File: config.mk
export PLATFORM = sky130hd
export DESIGN_NAME = regfile_sb
export DESIGN_NICKNAME = d
export VERILOG_FILES = /design/src/rtl/regfile_sb.sv
export SDC_FILE = /design/constraint.sdc
export NUM_CORES = 2
export LEC_CHECK = 0
export ABC_AREA = 1
export BUFFER_PORTS_ARGS = -buffer_cell sky130_fd_sc_hd__buf_2
export CAP_MARGIN = 40
export CELL_PAD_IN_SITES_DETAIL_PLACEMENT = 0
export CELL_PAD_IN_SITES_GLOBAL_PLACEMENT = 1
export CORE_AREA = 2 2 369 463
export DETAILED_ROUTE_END_ITERATION = 8
export DIE_AREA = 0 0 371 465
export PLACE_DENSITY = 0.71
export SETUP_SLACK_MARGIN = 0.05
export SLEW_MARGIN = 20
export SYNTH_ARGS = -nofsm -noshare
export SYNTH_HDL_FRONTEND = slang
export SYNTH_SLANG_ARGS = --single-unit
File: constraint.sdc
create_clock -name clock -period 2.6 [get_ports clock]
set_input_delay 0.39 -clock clock [delete_from_list [all_inputs] [get_ports clock]]
set_output_delay 0.39 -clock clock [all_outputs]
set_load 0.005 [all_outputs]
File: src/rtl/regfile_sb.sv
// regfile_sb: parametrised register file (one write port, two combinational
// read ports) with a per-register busy scoreboard for outstanding multicycle
// writebacks and a registered count of busy registers.
// Optional feature macro: REGFILE_BYPASS_EN enables the same-cycle
// write-to-read bypass on both read ports (data and busy flags).
module regfile_sb #(
  parameter int unsigned DATA_WIDTH = 32,
  parameter int unsigned ADDR_WIDTH = 5,
  parameter int unsigned ZERO_REG   = 1
) (
  input  logic                  clock,
  input  logic                  ctrl_reset,
  input  logic                  ctrl_writeEnable,
  input  logic [ADDR_WIDTH-1:0] ctrl_writeReg,
  input  logic [DATA_WIDTH-1:0] data_writeReg,
  input  logic [ADDR_WIDTH-1:0] ctrl_readRegA,
  input  logic [ADDR_WIDTH-1:0] ctrl_readRegB,
  input  logic                  ctrl_markBusy,
  input  logic [ADDR_WIDTH-1:0] ctrl_busyReg,
  output logic [DATA_WIDTH-1:0] data_readRegA,
  output logic [DATA_WIDTH-1:0] data_readRegB,
  output logic                  busy_A,
  output logic                  busy_B,
  output logic [ADDR_WIDTH:0]   busy_count
);

  localparam int unsigned NUM_REGS = 1 << ADDR_WIDTH;
  localparam int unsigned CNT_W    = ADDR_WIDTH + 1;
  localparam bit          HAS_ZERO = (ZERO_REG != 0);

  logic [DATA_WIDTH-1:0] regs_q [NUM_REGS];
  logic [DATA_WIDTH-1:0] regs_d [NUM_REGS];
  logic [NUM_REGS-1:0]   busy_q;
  logic [NUM_REGS-1:0]   busy_d;
  logic [CNT_W-1:0]      count_q;
  logic [CNT_W-1:0]      count_d;

  logic wr_ok_c;
  logic mark_ok_c;
  logic inc_c;
  logic dec_c;

  // Qualify write/mark strobes: register 0 is untouchable when hardwired.
  always_comb begin
    wr_ok_c   = ctrl_writeEnable && !(HAS_ZERO && (ctrl_writeReg == '0));
    mark_ok_c = ctrl_markBusy    && !(HAS_ZERO && (ctrl_busyReg  == '0));
  end

  // Next state: data write, busy clear on write, busy set on mark (mark wins).
  always_comb begin
    regs_d = regs_q;
    busy_d = busy_q;
    if (wr_ok_c) begin
      regs_d[ctrl_writeReg] = data_writeReg;
      busy_d[ctrl_writeReg] = 1'b0;
    end
    if (mark_ok_c) begin
      busy_d[ctrl_busyReg] = 1'b1;
    end
  end

  // Counter tracks popcount(busy) incrementally: +1 on a fresh mark, -1 when a
  // write retires a busy register that is not being re-marked in the same cycle.
  always_comb begin
    inc_c   = mark_ok_c && !busy_q[ctrl_busyReg];
    dec_c   = wr_ok_c && busy_q[ctrl_writeReg]
              && !(mark_ok_c && (ctrl_busyReg == ctrl_writeReg));
    count_d = count_q + CNT_W'(inc_c) - CNT_W'(dec_c);
  end

  // State registers with synchronous active-high reset.
  always_ff @(posedge clock) begin
    if (ctrl_reset) begin
      for (int i = 0; i < int'(NUM_REGS); i++) begin
        regs_q[i] <= '0;
      end
      busy_q  <= '0;
      count_q <= '0;
    end else begin
      regs_q  <= regs_d;
      busy_q  <= busy_d;
      count_q <= count_d;
    end
  end

  // Combinational read port A (stored value, optionally bypassed).
  always_comb begin
    data_readRegA = (HAS_ZERO && (ctrl_readRegA == '0)) ? '0 : regs_q[ctrl_readRegA];
    busy_A        = busy_q[ctrl_readRegA];
`ifdef REGFILE_BYPASS_EN
    if (wr_ok_c && (ctrl_writeReg == ctrl_readRegA)) begin
      data_readRegA = data_writeReg;
      busy_A        = mark_ok_c && (ctrl_busyReg == ctrl_readRegA);
    end
`endif
  end

  // Combinational read port B (stored value, optionally bypassed).
  always_comb begin
    data_readRegB = (HAS_ZERO && (ctrl_readRegB == '0)) ? '0 : regs_q[ctrl_readRegB];
    busy_B        = busy_q[ctrl_readRegB];
`ifdef REGFILE_BYPASS_EN
    if (wr_ok_c && (ctrl_writeReg == ctrl_readRegB)) begin
      data_readRegB = data_writeReg;
      busy_B        = mark_ok_c && (ctrl_busyReg == ctrl_readRegB);
    end
`endif
  end

  // Busy count is the registered counter itself.
  always_comb begin
    busy_count = count_q;
  end

endmodule

Word-level counts from Yosys, hierarchy flattened
Index checks and enable logic that the tools add are counted.
W data, S select, Z words.
{ "op_classes": {"addsub": 2, "magnitude_cmp": 10, "eq_ne": 1, "muxes": 25, "bitwise_logic": 6, "reduce_logical": 17} }
{ "op_table": {"columns": ["operator", "count"], "rows": [
  ["$bwmux W1024", 1],
  ["$bmux W32 S5", 2],
  ["$mux W32", 9],
  ["$demux W32 S5", 1],
  ["$and A32 B32 Y32", 1],
  ["$not A32 Y32", 1],
  ["$or A32 B32 Y32", 1],
  ["$lt A5 B6 Y1 const B", 4],
  ["$bmux W1 S5", 4],
  ["$logic_not A5 Y1", 4],
  ["$ge A6 B6 Y1 const B", 3],
  ["$not A5 Y6", 3],
  ["$demux W1 S5", 2],
  ["$ge A5 B1 Y1 const B", 2],
  ["$logic_and A1 B1 Y1", 9],
  ["$add A6 B1 Y6", 1],
  ["$lt A6 B1 Y1 const B", 1],
  ["$mux W1", 6],
  ["$sub A6 B1 Y6", 1],
  ["$eq A5 B5 Y1", 1],
  ["$logic_not A1 Y1", 4]
]} }
{ "word_totals": {"regBits": 1062, "in_bits": 56, "out_inout_bits": 72, "wordCells": 95} }

Depth between registers and ports, before layout
{ "depth": {"ltp_word": 9, "ltp_mapped": 20, "mapped_depth_nobuf": 19} }

Least setup slack after synthesis
No wires, ideal clock.
{ "synth_path": {"path_kind": "input-to-reg", "from": "in ctrl_writeReg[2]", "to": "reg count_q[4] (netlist: busy_count[4])", "setup_time_ps": 119, "t_arrival_ps": 2497, "required_ps": 2481, "path_slack_ps": -17, "path_stages": 18, "path_buffers": 1, "cell_sequence": "buf_2 -> inv_2 -> nand3_1 -> inv_1 -> nand2_1 -> nand2_1 -> nor2_1 -> a21oi_1 -> ha_1 -> inv_1 -> ha_1 -> fa_1 -> nand2_1 -> inv_1 -> o21ai_0 -> nand2_1 -> o21ai_0 -> a21oi_1"} }
{ "synth_between": {"elab_chain_cells": 6, "word_cells_on_any_way": 11, "cone_classes": "add/sub: 1; eq/ne: 1; mux: 2; reduce/logical: 7"} }
{ "synth_rtl": {"columns": ["element", "line", "text"], "rows": [
  ["from (decl)", "14", "input logic [ADDR_WIDTH-1:0] ctrl_writeReg,"],
  ["branches (longest 4 deep; another with $bmux W1 S5)", null, null],
  ["$logic_and A1 B1 Y1 *", "67", "&& !(mark_ok_c && (ctrl_busyReg == ctrl_writeReg));"],
  ["$sub A6 B1 Y6 *", "68", "count_d = count_q + CNT_W'(inc_c) - CNT_W'(dec_c);"],
  ["to (signal assigned)", "82", "count_q <= count_d;"],
  ["to (decl)", "35", "logic [CNT_W-1:0] count_q;"]
]} }
Every way passes the cells marked *. The select of a mux whose other input is x is not followed.
A chain may end at the register's enable or synchronous reset.

Worst setup path in the final report
{ "layout_path": {"from": "in ctrl_readRegB[0]", "to": "out data_readRegB[15]"} }
{ "layout_between": {"elab_chain_cells": 5, "word_cells_on_any_way": 6, "cone_classes": "mux: 4; bitwise: 1; reduce/logical: 1"} }
{ "layout_rtl": {"columns": ["element", "line", "text"], "rows": [
  ["from (decl)", "17", "input logic [ADDR_WIDTH-1:0] ctrl_readRegB,"],
  ["$not A5 Y6 (implied by the code)", "100", "data_readRegB = (HAS_ZERO && (ctrl_readRegB == '0)) ? '0 : regs_q[ctrl_readRegB];"],
  ["$bmux W32 S5", "100", null],
  ["$mux W32 (implied by the code) (2 in series)", "100", null],
  ["$mux W32 *", "100", null],
  ["to (decl)", "21", "output logic [DATA_WIDTH-1:0] data_readRegB,"]
]} }
Every way passes the cells marked *; elsewhere a longest branch is shown, timed or not. The select of a mux whose other input is x is not followed.

==> results.md <==
* Fin crit share at between 90% and 100%
* Pins Over Slew Limit at 0
* Pwr/cell area at 572 mW/mm²
* I/O pin total at about 130
* Synth Register Bits at roughly 1100
* CP max stage cell: buf_4
* Initial Utilization at between 30% and 40%
* Antenna-violating nets left at 0
* Synth Area in Simple Gates at 42.8%
* Netlist cell types at 33
* Commonest non-fill, non-tap cell in the layout: nand2_1
* Min-delay worst type: input pin to register
* Final setup fails at 0
* # fillers at between 15000 and 20000
* Detailed Route WL at between 200000 and 300000 µm
* FF/Latch Area at 0.0216 mm²
* 1st-pass router iterations at 7
* Site Rows at roughly 170
* Crit path largest cell delay at about 290 ps
* Largest family of logic cells by synthesized area: simple AND/OR/NAND/NOR gates
* Avg Vias per Cell at 5.65
* Maximum clock rate at 0.394 GHz
* Final HPWL DP at 185000 µm
* WL per Instance at ~24 µm
* Mapped Nets at around 10000
* Total gr overflow at 0
* Critical Path RT at between 2000 and 2500 ps
* Unrepaired setup endpoints after global routing: true
* Residual DRC at 0
* TritonCTS clock tree: done
* Clock Tree Buf Depth at 3
* Critical path arrival at approximately 2200 ps
* Antenna violations before repair at 21
* Area share of fa/ha/maj cells after synthesis at less than 1%
* Synth warn at 0
* Buffers on Ports at between 100 and 150
* Critical Path Start Type: input pin
* Total GRT Usage at 32.6%
* Cts bufs inserted at about 120
* CP Cell Sequence: buf_16, clkinv_16, buf_12, buf_4, nand3_2, buf_4, nand2_2, nor2_2, buf_6, buf_2
* Crit. End Element: output port
* Overall Power at roughly 40 mW
* Clk sinks at between 1000 and 1500
* Final Hold Vio Count at 0
* Critical Path Most Common Cell: buf_4
* H-tree depth reported by CTS at 3
* Multi-input logic area at approximately 0.034 mm²
* Die Y at ~470 µm
* Slew @ Worst Pin at roughly 930 ps
* First-pass GRT wire length at roughly 430000 µm
* Synth Cell Area at 0.0585 mm²
* Mux cell area share after synthesis at 0%
* Largest net degree at the start of global routing at roughly 130
* Synth Area in XOR/XNOR at less than 1%
* Core Area at between 0.15 and 0.2 mm²
* Cts hold-fix bufs at 0
* Crit-path max FO at 27
* Layout Nets at approximately 9900
* Overall die width at around 370 µm
* Vias in the first global route at around 64000
* Most frequent cells in the layout: 2505 x nand2_1, 1953 x nor2_1, 1374 x nand3_1
* Clock slew at reported path FFs at around 60 ps
* Placer Congestion at around 0.93
* Layout cells sized above 1 at between 10% and 20%
* Worst-case clock skew at ~15 ps
* Syn_area_per_cell at roughly 6 µm²
* Max-Cap Viols at 0
* Setup TNS at 0 ps
* Synth-to-layout area growth at 23.2%
* Register area share after synthesis at 36.3%
* Compound-Gate Fraction of Synth Area at between 10% and 20%
* Post-synthesis cell count at just under 10000
* Worst setup path class: input pin to output port
* Outcome: finished, final reports clean
* Reg2reg setup slack at ~140 ps
* Worst rel slew slack at about two fifths
* Die ar. at between 0.15 and 0.2 mm²
* Pleak at between 30 and 40 nW
* Detailed Route Iter0 Violations at around 8600
* VDD IR max at between 0.0005 and 0.0006 V
* CTS root buf: clkbuf_16
* DR vias at a little under 70000
* Min cycle time layout at about 2500 ps
* Worst skew pair latency at 770 ps
## report_power, final
part	internal (mW)	total [mW]	switching (mW)	leakage (nW)
Combinational	2.12	6.43	4.30	19.6
Clock	10.4	18.1	7.70	2.01
Sequential	16.5	16.7	0.171	8.71
## worst max-delay path, delay by kind of cell
kind / cells / cell delay [ps]
buffers and inverters: 7 / 1290
and+or+nand+nor: 3 / 420
## routing by layer
layer / vias to the layer above / GRT usage, % / wire (µm)
li1: 31700 / - / -
met1: 32400 / 41.3 / 115000
met2: 3836 / 51.3 / 129000
met3: 849 / 5.93 / 29400
met4: 20 / 19.9 / 19500
met5: - / 0 / 129
## layout make-up
type / instances / area share [%]
multi-input cells: 7654 / 47.3
flip-flops and latches: 1062 / 30.0
repair buffers: 792 / 12.0
clock buffers: 169 / 4.74
well taps: 2223 / 3.86
inverters: 212 / 1.25
clock inverters: 53 / 0.895
diodes: 4 / 0.0139
## synth_stat cells, drive strengths merged
cell type  instances  area [µm²]
o211ai             1        7.51
xor2               5        43.8
buf              539        2560
nand4              1        6.26
clkbuf           326        1230
a21oi            332        1660
nand2           2606        9790
or2                1        6.26
fa                 1        20.0
dfxtp           1062       21300
o22ai              2        12.5
nand3           1460        7310
o21ai           1165        5830
nor2            2060        7820
nor3              14        97.6
ha                 6        75.1
inv              209         790
clkinv             3        12.5
## flip-flops by register name, indices dropped and copies added (netlist names)
| name | flops |
|---|---|
| busy_q | 32 |
| regs_q | 1024 |
| busy_count | 6 |
## logic make-up (layout without fill, tap and decap cells)
family,after synthesis,count (layout)
simple gates,6142,6142
compound gates,1500,1500
buf+inv,1077,1226
flops,1062,1062
fa+ha+maj,7,7
xor+xnor,5,5
other cells,0,4
## final timing paths
path / start / to / depth (start not counted)
min reg2reg: regs_q[995]$_SDFFE_PP0P_ / regs_q[995]$_SDFFE_PP0P_ / 2
max: ctrl_readRegB[0] / data_readRegB[15] / 10
min: ctrl_reset / busy_count[4]$_SDFF_PP0_ / 4
max reg2reg: busy_q[17]$_SDFF_PP0_ / busy_count[4]$_SDFF_PP0_ / 18
## through the flow
step                      setup WS (ps)  hold slack, ps  instance area, µm²  util (%)  instances
after floorplan                    55.3             416               58500         -       9793
after global placement             -602             424               65300      38.7      11900
after detailed placement           -468             428               65300      38.7      11900
after CTS                          31.5            95.9               70400      41.7      12100
after global routing              -17.5             115               72100      42.8      12200
final                              63.6            93.7               72100      42.8      12200
## repair_timing
| item | 4_1_cts | 5_1_grt |
|---|---|---|
| pin swaps | 39 | 115 |
| buffers inserted | 0 | 16 |
| endpoints found under the setup margin | 61 | 67 |
| hold endpoints to repair | 0 | 0 |
| resized for setup | 301 | 489 |
| cloned | 4 | 10 |
Power figures use the tool's default switching activity.
